[src/rtl/snap_intc_pkg.sv]
// Shared definitions for the global kernel-completion interrupt controller:
// register map, default read pattern, FSM states and a byte-strobe helper.
package snap_intc_pkg;

    localparam logic [31:0] REG_ACTION_TYPE = 32'h0000_0010;
    localparam logic [31:0] REG_STATUS      = 32'h0000_0030;
    localparam logic [31:0] REG_ENABLE      = 32'h0000_0034;
    localparam logic [31:0] REG_ACTIVE      = 32'h0000_0038;
    localparam logic [31:0] REG_HOLDOFF     = 32'h0000_003C;
    localparam logic [31:0] REG_IRQ_COUNT   = 32'h0000_0040;

    localparam logic [31:0] DEFAULT_RDATA   = 32'h5A5A_A5A5;

    typedef enum logic [1:0] {
        ST_IDLE,
        ST_ASSERT,
        ST_WAIT_CLR,
        ST_HOLD
    } intc_state_e;

    // Expand a 4-bit byte strobe into a 32-bit bit mask.
    function automatic logic [31:0] strb_mask(input logic [3:0] strb);
        return {{8{strb[3]}}, {8{strb[2]}}, {8{strb[1]}}, {8{strb[0]}}};
    endfunction

endpackage

[src/rtl/intc_status_bank.sv]
// Per-kernel rising-edge detect feeding a write-1-to-clear STATUS register.
// A new event in the same cycle as a clear of that bit keeps the bit set.
module intc_status_bank #(
    parameter int KERNEL_NUM = 8
) (
    input  logic                  clk,
    input  logic                  rst_n,
    input  logic [KERNEL_NUM-1:0] kernel_complete_i,
    input  logic                  clr_en_i,
    input  logic [KERNEL_NUM-1:0] clr_mask_i,
    output logic [KERNEL_NUM-1:0] status_o
);

    logic [KERNEL_NUM-1:0] hist_q;
    logic [KERNEL_NUM-1:0] status_q, status_d;
    logic [KERNEL_NUM-1:0] rise;

    assign rise = kernel_complete_i & ~hist_q;

    always_comb begin
        status_d = status_q;
        if (clr_en_i)
            status_d = status_d & ~clr_mask_i;
        status_d = status_d | rise;
    end

    // History starts at all ones so levels already high at reset release are not events.
    always_ff @(posedge clk or negedge rst_n) begin
        if (!rst_n) begin
            hist_q   <= '1;
            status_q <= '0;
        end else begin
            hist_q   <= kernel_complete_i;
            status_q <= status_d;
        end
    end

    assign status_o = status_q;

endmodule

[src/rtl/axi_lite_global_intc.sv]
// AXI-Lite register slave plus interrupt FSM aggregating kernel completions
// into one registered interrupt with ack, clear and programmable hold-off.
module axi_lite_global_intc
    import snap_intc_pkg::*;
#(
    parameter int KERNEL_NUM    = 8,
    parameter int ADDR_WIDTH    = 32,
    parameter int HOLDOFF_WIDTH = 16
) (
    input  logic                  clk,
    input  logic                  rst_n,
    input  logic                  s_axi_awvalid,
    output logic                  s_axi_awready,
    input  logic [ADDR_WIDTH-1:0] s_axi_awaddr,
    input  logic [2:0]            s_axi_awprot,
    input  logic                  s_axi_wvalid,
    output logic                  s_axi_wready,
    input  logic [31:0]           s_axi_wdata,
    input  logic [3:0]            s_axi_wstrb,
    output logic                  s_axi_bvalid,
    input  logic                  s_axi_bready,
    output logic [1:0]            s_axi_bresp,
    input  logic                  s_axi_arvalid,
    output logic                  s_axi_arready,
    input  logic [ADDR_WIDTH-1:0] s_axi_araddr,
    input  logic [2:0]            s_axi_arprot,
    output logic                  s_axi_rvalid,
    input  logic                  s_axi_rready,
    output logic [31:0]           s_axi_rdata,
    output logic [1:0]            s_axi_rresp,
    input  logic [31:0]           i_action_type,
    input  logic [KERNEL_NUM-1:0] kernel_complete,
    output logic                  o_interrupt,
    input  logic                  i_interrupt_ack
);

    logic                     awready_q, wready_q, bvalid_q, arready_q, rvalid_q;
    logic [ADDR_WIDTH-1:0]    awaddr_q;
    logic [31:0]              wdata_q, wmask, rdata_q, rd_mux;
    logic [3:0]               wstrb_q;
    logic                     wr_en;
    logic [KERNEL_NUM-1:0]    enable_q, enable_d, status, active;
    logic [HOLDOFF_WIDTH-1:0] holdoff_q, holdoff_d, cnt_q;
    logic [31:0]              irq_count_q;
    logic                     irq_q;
    intc_state_e              state_q;
    logic                     unused_prot;

    assign unused_prot = ^{s_axi_awprot, s_axi_arprot};

    // Both beats captured and no response outstanding: commit exactly once.
    assign wr_en  = ~awready_q & ~wready_q & ~bvalid_q;
    assign wmask  = strb_mask(wstrb_q);
    assign active = status & enable_q;

    intc_status_bank #(.KERNEL_NUM(KERNEL_NUM)) u_status (
        .clk               (clk),
        .rst_n             (rst_n),
        .kernel_complete_i (kernel_complete),
        .clr_en_i          (wr_en && awaddr_q == ADDR_WIDTH'(REG_STATUS)),
        .clr_mask_i        (KERNEL_NUM'(wdata_q & wmask)),
        .status_o          (status)
    );

    always_comb begin
        enable_d  = enable_q;
        holdoff_d = holdoff_q;
        if (wr_en && awaddr_q == ADDR_WIDTH'(REG_ENABLE))
            enable_d = KERNEL_NUM'((32'(enable_q) & ~wmask) | (wdata_q & wmask));
        if (wr_en && awaddr_q == ADDR_WIDTH'(REG_HOLDOFF))
            holdoff_d = HOLDOFF_WIDTH'((32'(holdoff_q) & ~wmask) | (wdata_q & wmask));
    end

    always_ff @(posedge clk or negedge rst_n) begin
        if (!rst_n) begin
            awready_q <= 1'b1;
            wready_q  <= 1'b1;
            bvalid_q  <= 1'b0;
            awaddr_q  <= '0;
            wdata_q   <= '0;
            wstrb_q   <= '0;
            enable_q  <= '1;
            holdoff_q <= '0;
        end else begin
            enable_q  <= enable_d;
            holdoff_q <= holdoff_d;
            if (s_axi_awvalid && awready_q) begin
                awready_q <= 1'b0;
                awaddr_q  <= s_axi_awaddr;
            end
            if (s_axi_wvalid && wready_q) begin
                wready_q <= 1'b0;
                wdata_q  <= s_axi_wdata;
                wstrb_q  <= s_axi_wstrb;
            end
            if (wr_en)
                bvalid_q <= 1'b1;
            if (bvalid_q && s_axi_bready) begin
                bvalid_q  <= 1'b0;
                awready_q <= 1'b1;
                wready_q  <= 1'b1;
            end
        end
    end

    always_comb begin
        rd_mux = DEFAULT_RDATA;
        if (s_axi_araddr == ADDR_WIDTH'(REG_ACTION_TYPE))    rd_mux = i_action_type;
        else if (s_axi_araddr == ADDR_WIDTH'(REG_STATUS))    rd_mux = 32'(status);
        else if (s_axi_araddr == ADDR_WIDTH'(REG_ENABLE))    rd_mux = 32'(enable_q);
        else if (s_axi_araddr == ADDR_WIDTH'(REG_ACTIVE))    rd_mux = 32'(active);
        else if (s_axi_araddr == ADDR_WIDTH'(REG_HOLDOFF))   rd_mux = 32'(holdoff_q);
        else if (s_axi_araddr == ADDR_WIDTH'(REG_IRQ_COUNT)) rd_mux = irq_count_q;
    end

    always_ff @(posedge clk or negedge rst_n) begin
        if (!rst_n) begin
            arready_q <= 1'b1;
            rvalid_q  <= 1'b0;
            rdata_q   <= '0;
        end else if (s_axi_arvalid && arready_q) begin
            arready_q <= 1'b0;
            rvalid_q  <= 1'b1;
            rdata_q   <= rd_mux;
        end else if (rvalid_q && s_axi_rready) begin
            rvalid_q  <= 1'b0;
            arready_q <= 1'b1;
        end
    end

    // The interrupt is raised one cycle after ASSERT entry; IRQ_COUNT tracks its rising edges.
    always_ff @(posedge clk or negedge rst_n) begin
        if (!rst_n) begin
            state_q     <= ST_IDLE;
            cnt_q       <= '0;
            irq_q       <= 1'b0;
            irq_count_q <= '0;
        end else begin
            case (state_q)
                ST_IDLE:
                    if (active != '0 && cnt_q == '0)
                        state_q <= ST_ASSERT;
                ST_ASSERT:
                    if (i_interrupt_ack) begin
                        irq_q   <= 1'b0;
                        state_q <= ST_WAIT_CLR;
                    end else begin
                        irq_q <= 1'b1;
                        if (!irq_q)
                            irq_count_q <= irq_count_q + 32'd1;
                    end
                ST_WAIT_CLR:
                    if (active == '0) begin
                        if (holdoff_q == '0) begin
                            state_q <= ST_IDLE;
                        end else begin
                            cnt_q   <= holdoff_q;
                            state_q <= ST_HOLD;
                        end
                    end
                ST_HOLD:
                    if (cnt_q == '0)
                        state_q <= ST_IDLE;
                    else
                        cnt_q <= cnt_q - HOLDOFF_WIDTH'(1);
                default:
                    state_q <= ST_IDLE;
            endcase
        end
    end

    assign s_axi_awready = awready_q;
    assign s_axi_wready  = wready_q;
    assign s_axi_bvalid  = bvalid_q;
    assign s_axi_bresp   = 2'b00;
    assign s_axi_arready = arready_q;
    assign s_axi_rvalid  = rvalid_q;
    assign s_axi_rdata   = rdata_q;
    assign s_axi_rresp   = 2'b00;
    assign o_interrupt   = irq_q;

endmodule

[config.mk]
export PLATFORM = sky130hd
export DESIGN_NAME = axi_lite_global_intc
export DESIGN_NICKNAME = d
export VERILOG_FILES = /design/src/rtl/snap_intc_pkg.sv /design/src/rtl/intc_status_bank.sv /design/src/rtl/axi_lite_global_intc.sv
export SDC_FILE = /design/constraint.sdc
export NUM_CORES = 1
export LEC_CHECK = 0
export ABC_AREA = 0
export BUFFER_PORTS_ARGS = -buffer_cell sky130_fd_sc_hd__buf_2
export CELL_PAD_IN_SITES_DETAIL_PLACEMENT = 1
export CELL_PAD_IN_SITES_GLOBAL_PLACEMENT = 2
export CORE_MARGIN = 1
export CORE_UTILIZATION = 37
export CTS_CLUSTER_DIAMETER = 150
export DETAILED_ROUTE_END_ITERATION = 10
export PLACE_DENSITY_LB_ADDON = 0.1
export SETUP_SLACK_MARGIN = 0.1
export SLEW_MARGIN = 40
export SYNTH_ARGS = -nofsm -noshare
export SYNTH_HDL_FRONTEND = slang
export SYNTH_SLANG_ARGS = --single-unit
[constraint.sdc]
create_clock -name clk -period 7.18 [get_ports clk]
set_clock_uncertainty 0.05 [all_clocks]
set_input_delay 0.359 -clock clk [delete_from_list [all_inputs] [get_ports clk]]
set_output_delay 0.359 -clock clk [all_outputs]
set_load 0.05 [all_outputs]
# ---- Word-level counts from Yosys, hierarchy flattened
# Cells that the tools add are included.
dict set report totals {
  register_bits 178
  out_inout_bits 42
  wordCells 106
}
dict set report op_classes {
  n_addsub 2
  eq_ne 18
  n_mux 28
  bitwise_logic 19
  reduce_logical 22
}
# operator n
set op_table {}
lappend op_table {{32-bit by 6-bit equality test with 1-bit output, second input constant} 7}
lappend op_table {{32-bit two-way mux} 6}
lappend op_table {{16-bit two-way mux} 3}
lappend op_table {{32-bit by 1-bit adder with 32-bit output, second input constant} 1}
lappend op_table {{16-bit AND} 2}
lappend op_table {{8-bit AND} 4}
lappend op_table {{32-bit by 5-bit equality test with 1-bit output, second input constant} 1}
lappend op_table {{32-bit by 7-bit equality test with 1-bit output, second input constant} 1}
lappend op_table {{16-bit zero test} 2}
lappend op_table {{16-bit case mux with 2 select lines} 1}
lappend op_table {{16-bit NOT} 1}
lappend op_table {{8-bit NOT} 2}
lappend op_table {{16-bit OR} 1}
lappend op_table {{8-bit OR} 2}
lappend op_table {{16-bit by 1-bit subtractor with 16-bit output, second input constant} 1}
lappend op_table {{2-bit != test, second input constant} 6}
lappend op_table {{1-bit two-way mux} 11}
lappend op_table {{2-bit two-way mux} 5}
lappend op_table {{2-bit nonzero test} 5}
lappend op_table {{1-bit logical AND} 9}
lappend op_table {{8-bit zero test} 1}
lappend op_table {{8-bit two-way mux} 1}
lappend op_table {{2-bit case mux with 4 select lines} 1}
lappend op_table {{4-bit AND reduction} 2}
lappend op_table {{other kinds (7)} 13}

# ---- Logic depth before layout (Yosys ltp)
dict set report depth {
  depth_word 7
  depth_mapped 8
}

# ---- By module
# A second synthesis with hierarchy kept.
dict set report unflattened {
  cells_unflattened 819
  hier_area_um2 8662.1
}
# mod instances cells_each area_per_inst_um2 seq_area_each_um2
set modules_own_cells {}
lappend modules_own_cells {axi_lite_global_intc 1 778 8107.8 4067.7}
lappend modules_own_cells {intc_status_bank 1 41 554.3 410.4}

# ---- Worst setup path after synthesis
# OpenSTA, ideal clock, no wires.
dict set report synth_timing {
  kind {reg2reg}
  from {reg cnt_q[7]}
  to {reg cnt_q[12]}
  setup_time_ps 129
  arrival_time_ps 2162
  required_time_ps 7001
  setup_slack_ps 4839
  path_stages_with_launch 8
  synth_period_minus_slack_ps 2341
  path_cell_list {dfrtp_1 -> or4_4 -> buf_6 -> or4_4 -> and2_1 -> buf_6 -> a311oi_1 -> a21oi_1}
}
dict set report synth_between {
  elab_chain_cells 3
  elab_cells_between_ends 6
  classes_between {add/sub: 1; eq/ne: 1; mux: 2; reduce/logical: 2}
}
# item line_no
set synth_lines {}
lappend synth_lines {{from (decl)} axi_lite_global_intc.sv:43} ;# logic [HOLDOFF_WIDTH-1:0] holdoff_q, holdoff_d, cnt_q;
lappend synth_lines {{from (signal assigned)} axi_lite_global_intc.sv:157} ;# cnt_q <= holdoff_q;
lappend synth_lines {{from (signal assigned)} axi_lite_global_intc.sv:165} ;# cnt_q <= cnt_q - HOLDOFF_WIDTH'(1);
lappend synth_lines {{16-bit by 1-bit subtractor with 16-bit output / 16-bit zero test (equally long branches)} {axi_lite_global_intc.sv:165, axi_lite_global_intc.sv:162}}
lappend synth_lines {{16-bit two-way mux / 2-bit != test (equally long branches)} --}
lappend synth_lines {{16-bit case mux with 2 select lines / 4-bit AND reduction (equally long branches)} --}
# Several ways; a longest one is shown, not always the timed one. The select of a mux whose other input is x is not followed.
# A chain may end at the register's enable or synchronous reset.

# ---- Worst setup path in the final report
dict set report layout_timing {
  from {reg cnt_q[0]}
  to {reg cnt_q[1]}
}
# Same word-level chain as after synthesis.

==> metrics.md <==
| Metric | Value |
|---|---|
| Avg WL per Cell | 20.3 um |
| Layout area overhead | 21.6% |
| Clk root buf | clkbuf_16 |
| Initial Utilization | 0.381 |
| Placer Congestion | 0.841 |
| Worst slew pin tran | roughly 0.82 ns |
| Commonest non-fill, non-tap cell in the layout | buf_2 |
| Post-Route WL | 25.0 mm |
| N_diodes | 0 |
| Post-synthesis adder-cell area fraction | 0.00448 |
| WHS | 0.0473 ns |
| Final Max Slew Viols | 0 |
| Worst-skew pair later-pin latency | approximately 0.43 ns |
| Tot GR Track Use | 0.224 |
| Post-synthesis average cell area | around 11 um2 |
| Hold path depth | 2 |
| DRC errors left | 12 |
| Logic gate share of total power | 0.209 |
| Vias in the first global route | ~7,300 |
| Internal | ~1900 uW |
| Share of layout cells above drive strength 1 | 0.338 |
| Max stage delay cell, worst path | or4_4 |
| Simple-gate share of the synthesized area | 0.156 |
| Critical path arrival | around 3.1 ns |
| Worst vdd ir | 0.163 mV |
| Most frequent cells in the layout | 166 x buf_2, 159 x dfrtp_1, 75 x mux2_2, 68 x nand2_1, 52 x o21ai_0 |
| RSZ-0062 raised after global routing | no |
| DPL Wire Length | around 19 mm |
| Compound-Gate Fraction of Synth Area | 0.132 |
| Mux cell area share after synthesis | 0.111 |
| CTS tree | yes |
| Crit Path Category | flip-flop to flip-flop |
| Clock Sinks | about 180 |
| Final hold vios | 0 |
| CP Max Fanout | 11 |
| Switching Power | 886 uW |
| Largest family of logic cells by synthesized area | simple AND/OR/NAND/NOR gates |
| Post-route ant nets | 0 |
| XOR/XNOR share of the synthesized area | 0.0324 |
| Starting DRT DRC Count | ~360 |
| Area contributors post-synth | dfrtp_1 47%, mux2_2 10%, dfstp_2 6.0%, nand2_1 3.1%, o21ai_0 3.1% |
| CTS buffer count | 17 |
| Unique masters post-synth | 60 |
| Mapped Cells | roughly 770 |
| Clock Power Share | 0.315 |
| Reg2Reg Depth | 7 |
| EDFF count, synth | 0 |
| Critical path depth in cells | 7 |
| Row count | between 50 and 60 |
| Rel. slew slack | 0.455 |
| Sw frac | 0.318 |
| Average via count per standard cell | roughly 5.5 |
| # port buffers | roughly 170 |
| Fmax | between 300 and 400 MHz |
| Status | finished, violations left |
| Sequential share of power | 0.476 |
| Via count | 6,810 |
| Cell chain of the critical path | inv_1 -> ha_1 -> or3b_2 -> or4_4 -> and2_1 -> nand2b_1 -> o21ai_0 |
| Synth warn | 0 |
| Startpoint class of the critical path | flip-flop |
| Die Ht | around 150 um |
| Final TNS setup | 0 ns |
| Total core area | between 20,000 and 25,000 um2 |
| Synthesized flop and latch total | between 150 and 200 |
| Die width | approximately 150 um |
| Max Cap Violations | 0 |
| DRT Pass-1 Iters | 9 |
| Slowest Stage Delay on Critical Path | approximately 0.53 ns |
| Violated checks | design-rule violations |
| Seq/Total Area, Yosys | 0.534 |
| Cell family with the largest share of critical-path delay | simple AND/OR/NAND/NOR gates |
| CP Capture Type | flip-flop |
| Synthesized cell area | approximately 8400 um2 |
| Post-CTS Setup Inserts | 0 |
| First-pass GRT wire length | about 41 mm |
| Period minus WS final | about 2.8 ns |
| Final #Nets | between 1,000 and 1,500 |
| WP buf/inv | 1 |
| Grt total ovfl | 0 |
| Pwr dens | about 270 nW/um2 |
| Ys flop type | dfrtp_1 |
| Period utilization | 0.388 |
| Die area | roughly 23,000 um2 |
| Largest net degree at the start of global routing | 90 |
| CTS clk-pin slew, worst paths | approximately 0.07 ns |
| Initial antenna violation count | 0 |
| Ys async rst share | 1.00 |
| CTS max path bufs | 2 |
| Final setup viols | 0 |
| Min-delay worst type | input pin to flip-flop |
| Io pins | between 150 and 200 |
| Leakage | 0.00459 uW |
| Synth top area share | 0.475 |
| Worst endpoint required time | between 7 and 8 ns |
| Largest area contributor in the netlist | dfrtp_1 |
| H-tree depth | 4 |
## final cells by class
class	count	area (um2)
clock buffer	21	450
clock inverter	11	96.3
fill	2427	11800
inverter	20	75.1
multi-input combinational	533	3690
sequential	178	4480
tap	280	350
timing repair buffer	188	1050
## what timing repair did
action                    4_1_cts  5_1_grt
gates resized for setup         0        0
hold endpoints to repair       42        1
hold buffers                    8        1
## metal layers
| layer | part of all wire | up-vias | GRT usage |
|---|---|---|---|
| met3 | 0.044 | 25 | 0.0432 |
| li1 | - | 3173 | - |
| met4 | 0.019 | 0 | 0.0702 |
| met2 | 0.48 | 170 | 0.360 |
| met1 | 0.46 | 3442 | 0.306 |
| met5 | 0 | - | 0 |
## per-stage QoR
step                power [uW]  setup WS, ns  instance area [um2]   util  instances
finish                    2790          4.39                10200  0.463       1231
global route              2930          4.17                10200  0.463       1231
CTS                       2820          4.31                10200  0.462       1229
detailed placement        1930          4.33                 9540  0.433       1189
global placement          1890          4.42                 9500  0.431       1188
floorplan                 1720          4.84                 8390      -        769
## synth_stat cells (4+ instances only)
library cell	instances
a21oi_1	20
a221oi_1	6
a22o_1	16
a22oi_1	12
a311oi_1	5
a31oi_1	16
and2_1	4
and3_1	11
buf_1	6
buf_4	4
clkbuf_1	25
dfrtp_1	159
dfstp_2	19
inv_1	20
mux2_2	75
mux2i_1	6
nand2_1	70
nand2b_1	9
nand3_1	18
nand4_1	28
nor2_1	46
nor3_1	11
nor4_1	22
o21a_1	8
o21ai_0	52
o221ai_1	5
o311ai_0	4
or4_1	4
xnor2_1	23
xor2_1	8
## power groups by stage
stage,clock network (uW),logic (uW),registers [uW]
2_1_floorplan,0,264,1460
3_3_place_gp,0,563,1330
3_5_place_dp,0,584,1350
4_1_cts,902,591,1330
6_report,877,582,1330
5_1_grt,942,629,1360
## cell families (layout without fill, tap and decap cells)
group / count (synthesis) / in the layout
flops: 178 / 178
simple gates: 249 / 249
fa+ha+maj: 3 / 3
buf+inv: 58 / 240
other cells: 1 / 4
compound gates: 164 / 164
xor+xnor: 31 / 31
mux: 82 / 82
## path summary, 6_finish.rpt
kind | to | from | slack [ns]
max reg2reg | cnt_q[1] | cnt_q[0] | 4.39
max | cnt_q[1] | cnt_q[0] | 4.39
max in group asynchronous | s_axi_rdata[5] | rst_n | 5.30
min in group asynchronous | cnt_q[4] | rst_n | 0.35
min reg2reg | s_axi_rdata[31] | s_axi_rdata[31] | 0.43
min | s_axi_wready | s_axi_wvalid | 0.05
Note: power is estimated with default switching activity, not from simulation.
